`src/rtl/dot_pkg.sv`:
```
// Shared constants and FSM state encoding for the vector dot-product MAC.
// Optional feature macro: DOT_SIGNED_EN (two's-complement operands and result).
package dot_pkg;

    // Default geometry of one dot-product engine
    localparam int unsigned DOT_DATA_W  = 11;
    localparam int unsigned DOT_VEC_LEN = 4;

    // Engine control states
    typedef enum logic [1:0] {
        ST_IDLE  = 2'd0,
        ST_ACCUM = 2'd1,
        ST_DONE  = 2'd2
    } dot_state_e;

    // Element counter width: must hold the value VEC_LEN itself
    function automatic int unsigned dot_cnt_w(input int unsigned vec_len);
        return $clog2(vec_len + 1);
    endfunction

    // Accumulator width: full product plus enough guard bits for VEC_LEN additions
    function automatic int unsigned dot_acc_w(input int unsigned data_w,
                                              input int unsigned vec_len);
        return 2 * data_w + $clog2(vec_len + 1);
    endfunction

endpackage

```
`src/rtl/dot_mul.sv`:
```
// Combinational DATA_W x DATA_W multiplier, result extended to the accumulator width.
// DOT_SIGNED_EN defined: operands are two's-complement, product is sign-extended.
// DOT_SIGNED_EN undefined: operands are unsigned, product is zero-extended.
module dot_mul
    import dot_pkg::*;
#(
    parameter int unsigned DATA_W = DOT_DATA_W,
    parameter int unsigned ACC_W  = dot_acc_w(DOT_DATA_W, DOT_VEC_LEN)
) (
    input  logic [DATA_W-1:0] a_i,
    input  logic [DATA_W-1:0] b_i,
    output logic [ACC_W-1:0]  prod_o
);

    localparam int unsigned PROD_W = 2 * DATA_W;
    // Guard bits above the full-width product (at least one since VEC_LEN >= 1)
    localparam int unsigned EXT_W  = ACC_W - PROD_W;

    logic [PROD_W-1:0] prod;

`ifdef DOT_SIGNED_EN
    logic signed [PROD_W-1:0] a_ext;
    logic signed [PROD_W-1:0] b_ext;

    // Sign-extend operands to full product width so the multiply is exact
    always_comb begin
        a_ext  = $signed({{DATA_W{a_i[DATA_W-1]}}, a_i});
        b_ext  = $signed({{DATA_W{b_i[DATA_W-1]}}, b_i});
        prod   = a_ext * b_ext;
        prod_o = {{EXT_W{prod[PROD_W-1]}}, prod};
    end
`else
    logic [PROD_W-1:0] a_ext;
    logic [PROD_W-1:0] b_ext;

    // Zero-extend operands to full product width so the multiply is exact
    always_comb begin
        a_ext  = {{DATA_W{1'b0}}, a_i};
        b_ext  = {{DATA_W{1'b0}}, b_i};
        prod   = a_ext * b_ext;
        prod_o = {{EXT_W{1'b0}}, prod};
    end
`endif

endmodule

```
`src/rtl/vector_dot_mac.sv`:
```
// Streaming multiply-accumulate engine: S = sum(k[i] * l[i]) over VEC_LEN element pairs.
// Pairs arrive on a valid/ready handshake; the finished sum is held until out_ready.
// Optional feature macro: DOT_SIGNED_EN (handled inside dot_mul; the adder is
// sign-agnostic because products arrive already extended to ACC_W).
module vector_dot_mac
    import dot_pkg::*;
#(
    parameter int unsigned DATA_W  = DOT_DATA_W,
    parameter int unsigned VEC_LEN = DOT_VEC_LEN,
    parameter int unsigned CNT_W   = dot_cnt_w(VEC_LEN),
    parameter int unsigned ACC_W   = dot_acc_w(DATA_W, VEC_LEN)
) (
    input  logic              CLOCK_50,
    input  logic              reset,
    input  logic              start,
    input  logic              in_valid,
    output logic              in_ready,
    input  logic [DATA_W-1:0] k,
    input  logic [DATA_W-1:0] l,
    output logic              busy,
    output logic [CNT_W-1:0]  elem_idx,
    output logic              out_valid,
    input  logic              out_ready,
    output logic [ACC_W-1:0]  S
);

    localparam logic [CNT_W-1:0] LAST_IDX = CNT_W'(VEC_LEN - 1);

    dot_state_e       state_q, state_d;
    logic [ACC_W-1:0] sum_q, sum_d;
    logic [CNT_W-1:0] idx_q, idx_d;
    logic [ACC_W-1:0] prod;
    logic             beat;

    dot_mul #(
        .DATA_W (DATA_W),
        .ACC_W  (ACC_W)
    ) u_mul (
        .a_i    (k),
        .b_i    (l),
        .prod_o (prod)
    );

    // Next-state, accumulator/counter update and handshake outputs
    always_comb begin
        state_d   = state_q;
        sum_d     = sum_q;
        idx_d     = idx_q;
        in_ready  = 1'b0;
        out_valid = 1'b0;
        busy      = 1'b0;
        beat      = 1'b0;

        unique case (state_q)
            ST_IDLE: begin
                // S and elem_idx keep the last result until a new product begins
                if (start) begin
                    sum_d   = '0;
                    idx_d   = '0;
                    state_d = ST_ACCUM;
                end
            end
            ST_ACCUM: begin
                in_ready = 1'b1;
                busy     = 1'b1;
                beat     = in_valid;
                if (beat) begin
                    sum_d = sum_q + prod;
                    idx_d = idx_q + 1'b1;
                    if (idx_q == LAST_IDX) begin
                        state_d = ST_DONE;
                    end
                end
            end
            ST_DONE: begin
                busy      = 1'b1;
                out_valid = 1'b1;
                // start in the same cycle is deliberately not honoured here
                if (out_ready) begin
                    state_d = ST_IDLE;
                end
            end
            default: begin
                state_d = ST_IDLE;
            end
        endcase
    end

    // State registers with synchronous active-low reset; reset discards any partial sum
    always_ff @(posedge CLOCK_50) begin
        if (!reset) begin
            state_q <= ST_IDLE;
            sum_q   <= '0;
            idx_q   <= '0;
        end else begin
            state_q <= state_d;
            sum_q   <= sum_d;
            idx_q   <= idx_d;
        end
    end

    assign S        = sum_q;
    assign elem_idx = idx_q;

endmodule

```
`config.mk`:
```
export PLATFORM = sky130hd
export DESIGN_NAME = vector_dot_mac
export DESIGN_NICKNAME = d
export VERILOG_FILES = /design/src/rtl/dot_pkg.sv /design/src/rtl/dot_mul.sv /design/src/rtl/vector_dot_mac.sv
export SDC_FILE = /design/constraint.sdc
export NUM_CORES = 1
export LEC_CHECK = 0
export CAP_MARGIN = 15
export CORE_AREA = 2 2 124 175
export DETAILED_ROUTE_END_ITERATION = 10
export DIE_AREA = 0 0 126 177
export GPL_TIMING_DRIVEN = 0
export PLACE_DENSITY = 0.53
export SLEW_MARGIN = 20
export SYNTH_ARGS = -nofsm -noshare
export SYNTH_HDL_FRONTEND = slang
export SYNTH_SLANG_ARGS = --single-unit
```
`constraint.sdc`:
```
create_clock -name CLOCK_50 -period 15.01 [get_ports CLOCK_50]
set_input_delay 3.002 -clock CLOCK_50 [delete_from_list [all_inputs] [get_ports CLOCK_50]]
set_output_delay 3.002 -clock CLOCK_50 [all_outputs]
set_load 0.1 [all_outputs]
```
# Yosys cells after proc, flatten, opt, wreduce, memory -nomap -nowiden
# Cells that the tools add are included.
[op_classes]
add_sub_neg = 2
mul = 1
n_eq_ne = 7
mux = 14
n_reduce_logical = 5
[op_table]
columns = ["operator", "count"]
rows = [
  ["25-bit 2-to-1 mux", 2],
  ["25-bit case mux with 2 select lines", 1],
  ["25-bit by 22-bit adder with 25-bit output", 1],
  ["11-bit by 11-bit multiplier with 22-bit output", 1],
  ["2-bit 2-to-1 mux", 4],
  ["2-bit != test (second input constant)", 4],
  ["3-bit 2-to-1 mux", 2],
  ["2-bit case mux with 3 select lines", 1],
  ["3-bit case mux with 2 select lines", 1],
  ["4-bit AND reduction", 1],
  ["3-bit by 1-bit adder with 3-bit output (second input constant)", 1],
  ["3-bit by 2-bit equality test with 1-bit output (second input constant)", 1],
  ["1-bit 2-to-1 mux", 3],
  ["3-bit AND reduction", 1],
  ["2-bit by 1-bit equality test with 1-bit output (second input constant)", 1],
  ["2-bit equality test (second input constant)", 1],
  ["2-bit zero test", 1],
  ["2-bit nonzero test", 1],
  ["2-bit OR reduction", 1],
]
[word_totals]
regBits = 30
inputBits = 27
output_inout_bits = 31
word_cells = 32

# Depth between registers and ports, before layout
[logic_depth]
ltp_word = 4
mapped_depth = 20
ltp_nobuf = 18

# Modules after synthesis
# Synthesis repeated with hierarchy kept, for this count alone.
[unflattened]
cells_unflattened = 817
area_unflattened_um2 = 6622.6
[by_module_without_submodules]
columns = ["module", "instances", "cells_per_inst", "area_each_um2", "seq_area_each_um2"]
rows = [
  ["dot_mul", 1, 497, 4110.2, 0.0],
  ["vector_dot_mac", 1, 320, 2512.4, 600.6],
]

# Worst setup path after synthesis
# Ideal clock, no wire load.
[synth_path]
kind = "input to register"
start = "input k[8]"
end = "register sum_q[23] (netlist: S[23])"
setup_ns = 0.119
t_arrival_ns = 7.478
required_ns = 14.891
path_slack_ns = 7.413
path_stages = 19
path_buffers = 2
path_cell_list = "clkbuf_1 -> and2_1 -> fa_1 -> inv_1 -> fa_1 -> inv_1 -> fa_1 -> fa_1 -> inv_1 -> fa_1 -> inv_1 -> ha_1 -> buf_2 -> a211oi_2 -> o21bai_1 -> a211oi_1 -> o21ai_1 -> or3_1 -> a32o_1"
[synth_via]
elab_chain_cells = 4
[synth_lines]
columns = ["element", "line", "rtl"]
rows = [
  ["start: declaration", "vector_dot_mac.sv:18", "input logic [DATA_W-1:0] k,"],
  ["11-bit by 11-bit multiplier with 22-bit output", "dot_mul.sv:40", "prod = a_ext * b_ext;"],
  ["25-bit by 22-bit adder with 25-bit output", "vector_dot_mac.sv:68", "sum_d = sum_q + prod;"],
  ["25-bit 2-to-1 mux", "vector_dot_mac.sv:67", "if (beat) begin"],
  ["25-bit case mux with 2 select lines", "vector_dot_mac.sv:54", "unique case (state_q)"],
  ["end signal: assignment", "vector_dot_mac.sv:97", "sum_q <= sum_d;"],
  ["end: declaration", "vector_dot_mac.sv:30", "logic [ACC_W-1:0] sum_q, sum_d;"],
]
# Every way passes these cells. The select of a mux whose other input is x is not followed.
# A chain may end at the register's enable or synchronous reset.

# Worst setup path after layout
# Same ends and word-level chain as after synthesis.

==> impl_metrics.csv <==
group,metric,value,unit
run_status,outcome,"complete, no violations",
floorplan,ios,58,
logic_synthesis,synthFlopType,"dfxtp_1",
global_routing,grt_max_degree,11,
logic_synthesis,syn_area,6150,sq um
setup_path,path_common_cell,"fa_1",
timing,finalMaxSlewViolations,0,
job,max_cap_viol_count,0,
global_routing,first_global_vias,5163,
logic_synthesis,yosys_warnings,0,
place,dp_hpwl,12.9,mm
floorplan,start_util,29.5,%
cells_and_area,final_layout_size_suffix_gt1_share,2.10,%
global_routing,grt_usage,14.0,%
floorplan,die_h,177,um
logic_synthesis,synth.yosys.seq_area_share,9.77,%
clock_tree,ctsHoldBuffers,0,
setup_path,critPathCaptureType,"register",
clock_tree,numCtsBuffers,5,
setup_path,critPathLaunchType,"input port",
floorplan,core,20800,sq um
timing,hold_violations,0,
route,vias,4842,
place,routabilityCongestion,0.811,
logic_synthesis,synth_cell_types,51,
timing,slew-limit-headroom,31.8,%
timing,fin_setup_tns,0,ns
clock_tree,htree_levels,2,
logic_synthesis,yosys.area.top_type,"fa_1",
power_and_ir_drop,power.leakage,0.00351,uW
timing,rsz0062_at_grt,"false",
cells_and_area,fillCellCount,2278,
cells_and_area,diodes,0,
logic_synthesis,synth-edff-count,0,
setup_path,worstPathArrival,8.65,ns
floorplan,chipWidth,126,um
setup_path,crit_type,"in -> reg",
logic_synthesis,ys_ff_latch,30,
setup_path,slowest_stage,"fa_1",
worst_hold_path,worstHoldStart,"S[18]",
clock_tree,clock_path_buffers,2,
clock_tree,clk_latency,0.28,ns
setup_path,r2r-start,"S[7]",
clock_tree,clkSinkCount,30,
logic_synthesis,postSynthAreaPerCell,8.25,sq um
floorplan,die_area,22300,sq um
setup_path,crit_fanout,10,
timing,tightest_slew,1.02,ns
cells_and_area,syn_to_final_growth,17.0,%
worst_hold_path,min_path_type,"reg -> reg",
power_and_ir_drop,p_total,1300,uW
power_and_ir_drop,powerDensity,181,nW/um^2
timing,fin_crit_sh,56.5,%
global_routing,grt_overflow,0,
logic_synthesis,synth.top_cell.area_share,33.2,%
power_and_ir_drop,peakVddDrop,113,uV
global_routing,grt_pass1_wl,25.2,mm
timing,period_needed,8.48,ns
logic_synthesis,syn_nets,942,
clock_tree,cts-root-buf,"clkbuf_16",
route,wl,14.6,mm
logic_synthesis,syn_inst,745,
route,drc,0,
setup_path,startpoint,"k[8]",
timing,max_freq,118,MHz
timing,fin_skew,0.00649,ns
logic_synthesis,synth.area.top_cells,"fa_1 33%, ha_1 14%, inv_1 11%",
setup_path,cp.required,15.18,ns
setup_path,crit_chain,"clkdlybuf4s50_1, clkbuf_1, nand2_1, fa_1, inv_1, fa_1, fa_1, fa_1, inv_1, fa_1, inv_1, ha_1, a21oi_1, nand3_1, a21oi_1, nor3_1, or3_1, a32o_1",
timing,setup_viol,0,
clock_tree,postCtsResizedCells,0,
clock_tree,cts_tree,"built",
route,postRouteAntennaNets,0,
floorplan,row_count,63,
route,vias_per_cell,4.53,
clock_tree,clkTransAtPathRegs,0.05,ns
place,port_buffers,57,
cells_and_area,nets,1006,
clock_tree,postCtsSetupRepairBufs,0,
logic_synthesis,async_flop_share,0,%
route,wl_per_cell,13.7,um
route,drt_iter0_drc,170,
route,drt_pass1_iterations,4,
setup_path,slowest_delay,0.56,ns
global_routing,antenna_found_initial,0,
where the power goes:
part	internal, uW	total (uW)	switching [uW]
registers	89.9	101	11.2
clock network	65.6	102	36.1
logic	417	1100	684
total	573	1300	731
worst max-delay path, delay by kind of cell:
family | cells | cell delay, ns
buffers and inverters | 5 | 1.13
adder cells (fa/ha/maj) | 6 | 2.84
AND/OR/NAND/NOR | 4 | 0.77
AO/OA/AOI/OAI | 3 | 0.89
cell usage in the layout (no fill, tap or decap), drive strengths merged, types with 15 or more instances in the layout:
cell type and count:
inv 176, nand2 108, fa 102, ha 68, clkdlybuf4s50 57, and2 53
clkbuf 38, dfxtp 30, a21oi 29, o21ai 23, nor2b 17, nor2 15
metal layers:
layer / track usage (%) / wire length, um / up-vias
met5: 0 / 0 / -
met3: 1.21 / 296 / 16
met1: 16.5 / 6140 / 2368
li1: - / - / 2404
met2: 26.9 / 7970 / 54
met4: 3.62 / 229 / 0
flip-flops by register name, summed over array words and instances, names as in the netlist:
register and count:
elem_idx 3, state_q 2, S 25
synthesized netlist by cell type, drive strengths merged, types with 3 or more instances:
cell	instances
inv	176
nand2	108
fa	102
ha	68
and2	53
clkbuf	31
dfxtp	30
a21oi	29
o21ai	23
nor2b	17
nor2	15
a22oi	9
nor3	9
xnor2	9
a21o	7
a211oi	5
and3	5
nand3	5
o31ai	4
or3	4
buf	3
mux2i	3
nand4	3
o21a	3
o21bai	3
logic make-up after synthesis:
logic type	count (synthesis)	synth area share [%]
adders and majority gates	170	47.0
muxes	3	0.488
xor gates and xnor gates	10	1.42
AOI/OAI and AO/OA	96	10.1
buffers and inverters	210	13.0
and+or+nand+nor	226	18.3
DFF	30	9.77
metrics by stage:
stage | utilization, % | worst slack [ns] | instance area [sq um] | hold WS (ns) | std cells
after floorplan | - | 7.41 | 6150 | 0.512 | 745
after detailed placement | 33.9 | 6.24 | 7040 | 0.485 | 1062
after global routing | 34.6 | 6.24 | 7190 | 0.503 | 1070
after global placement | 33.9 | 6.25 | 7040 | 0.474 | 1062
final | 34.6 | 6.53 | 7190 | 0.479 | 1070
after CTS | 34.6 | 6.52 | 7190 | 0.492 | 1070
path summary, 6_finish.rpt:
check / end / slack (ns) / cells past startpoint
setup / recovery: S[23] / 6.53 / 18
hold / removal: S[18] / 0.48 / 2
setup reg to reg: S[23] / 10.43 / 15
hold reg to reg: S[18] / 0.48 / 2
cell type report:
class	count	area [sq um]	area share, %
plain buffers	34	136	1.90
clock buffers	7	143	1.98
clock inverters	1	5.00	0.0696
inverters	176	661	9.19
multi-input cells	505	4750	66.1
flip-flops and latches	30	601	8.35
well taps	260	325	4.52
repair buffers	57	571	7.93
(Power assumes the default switching activity.)
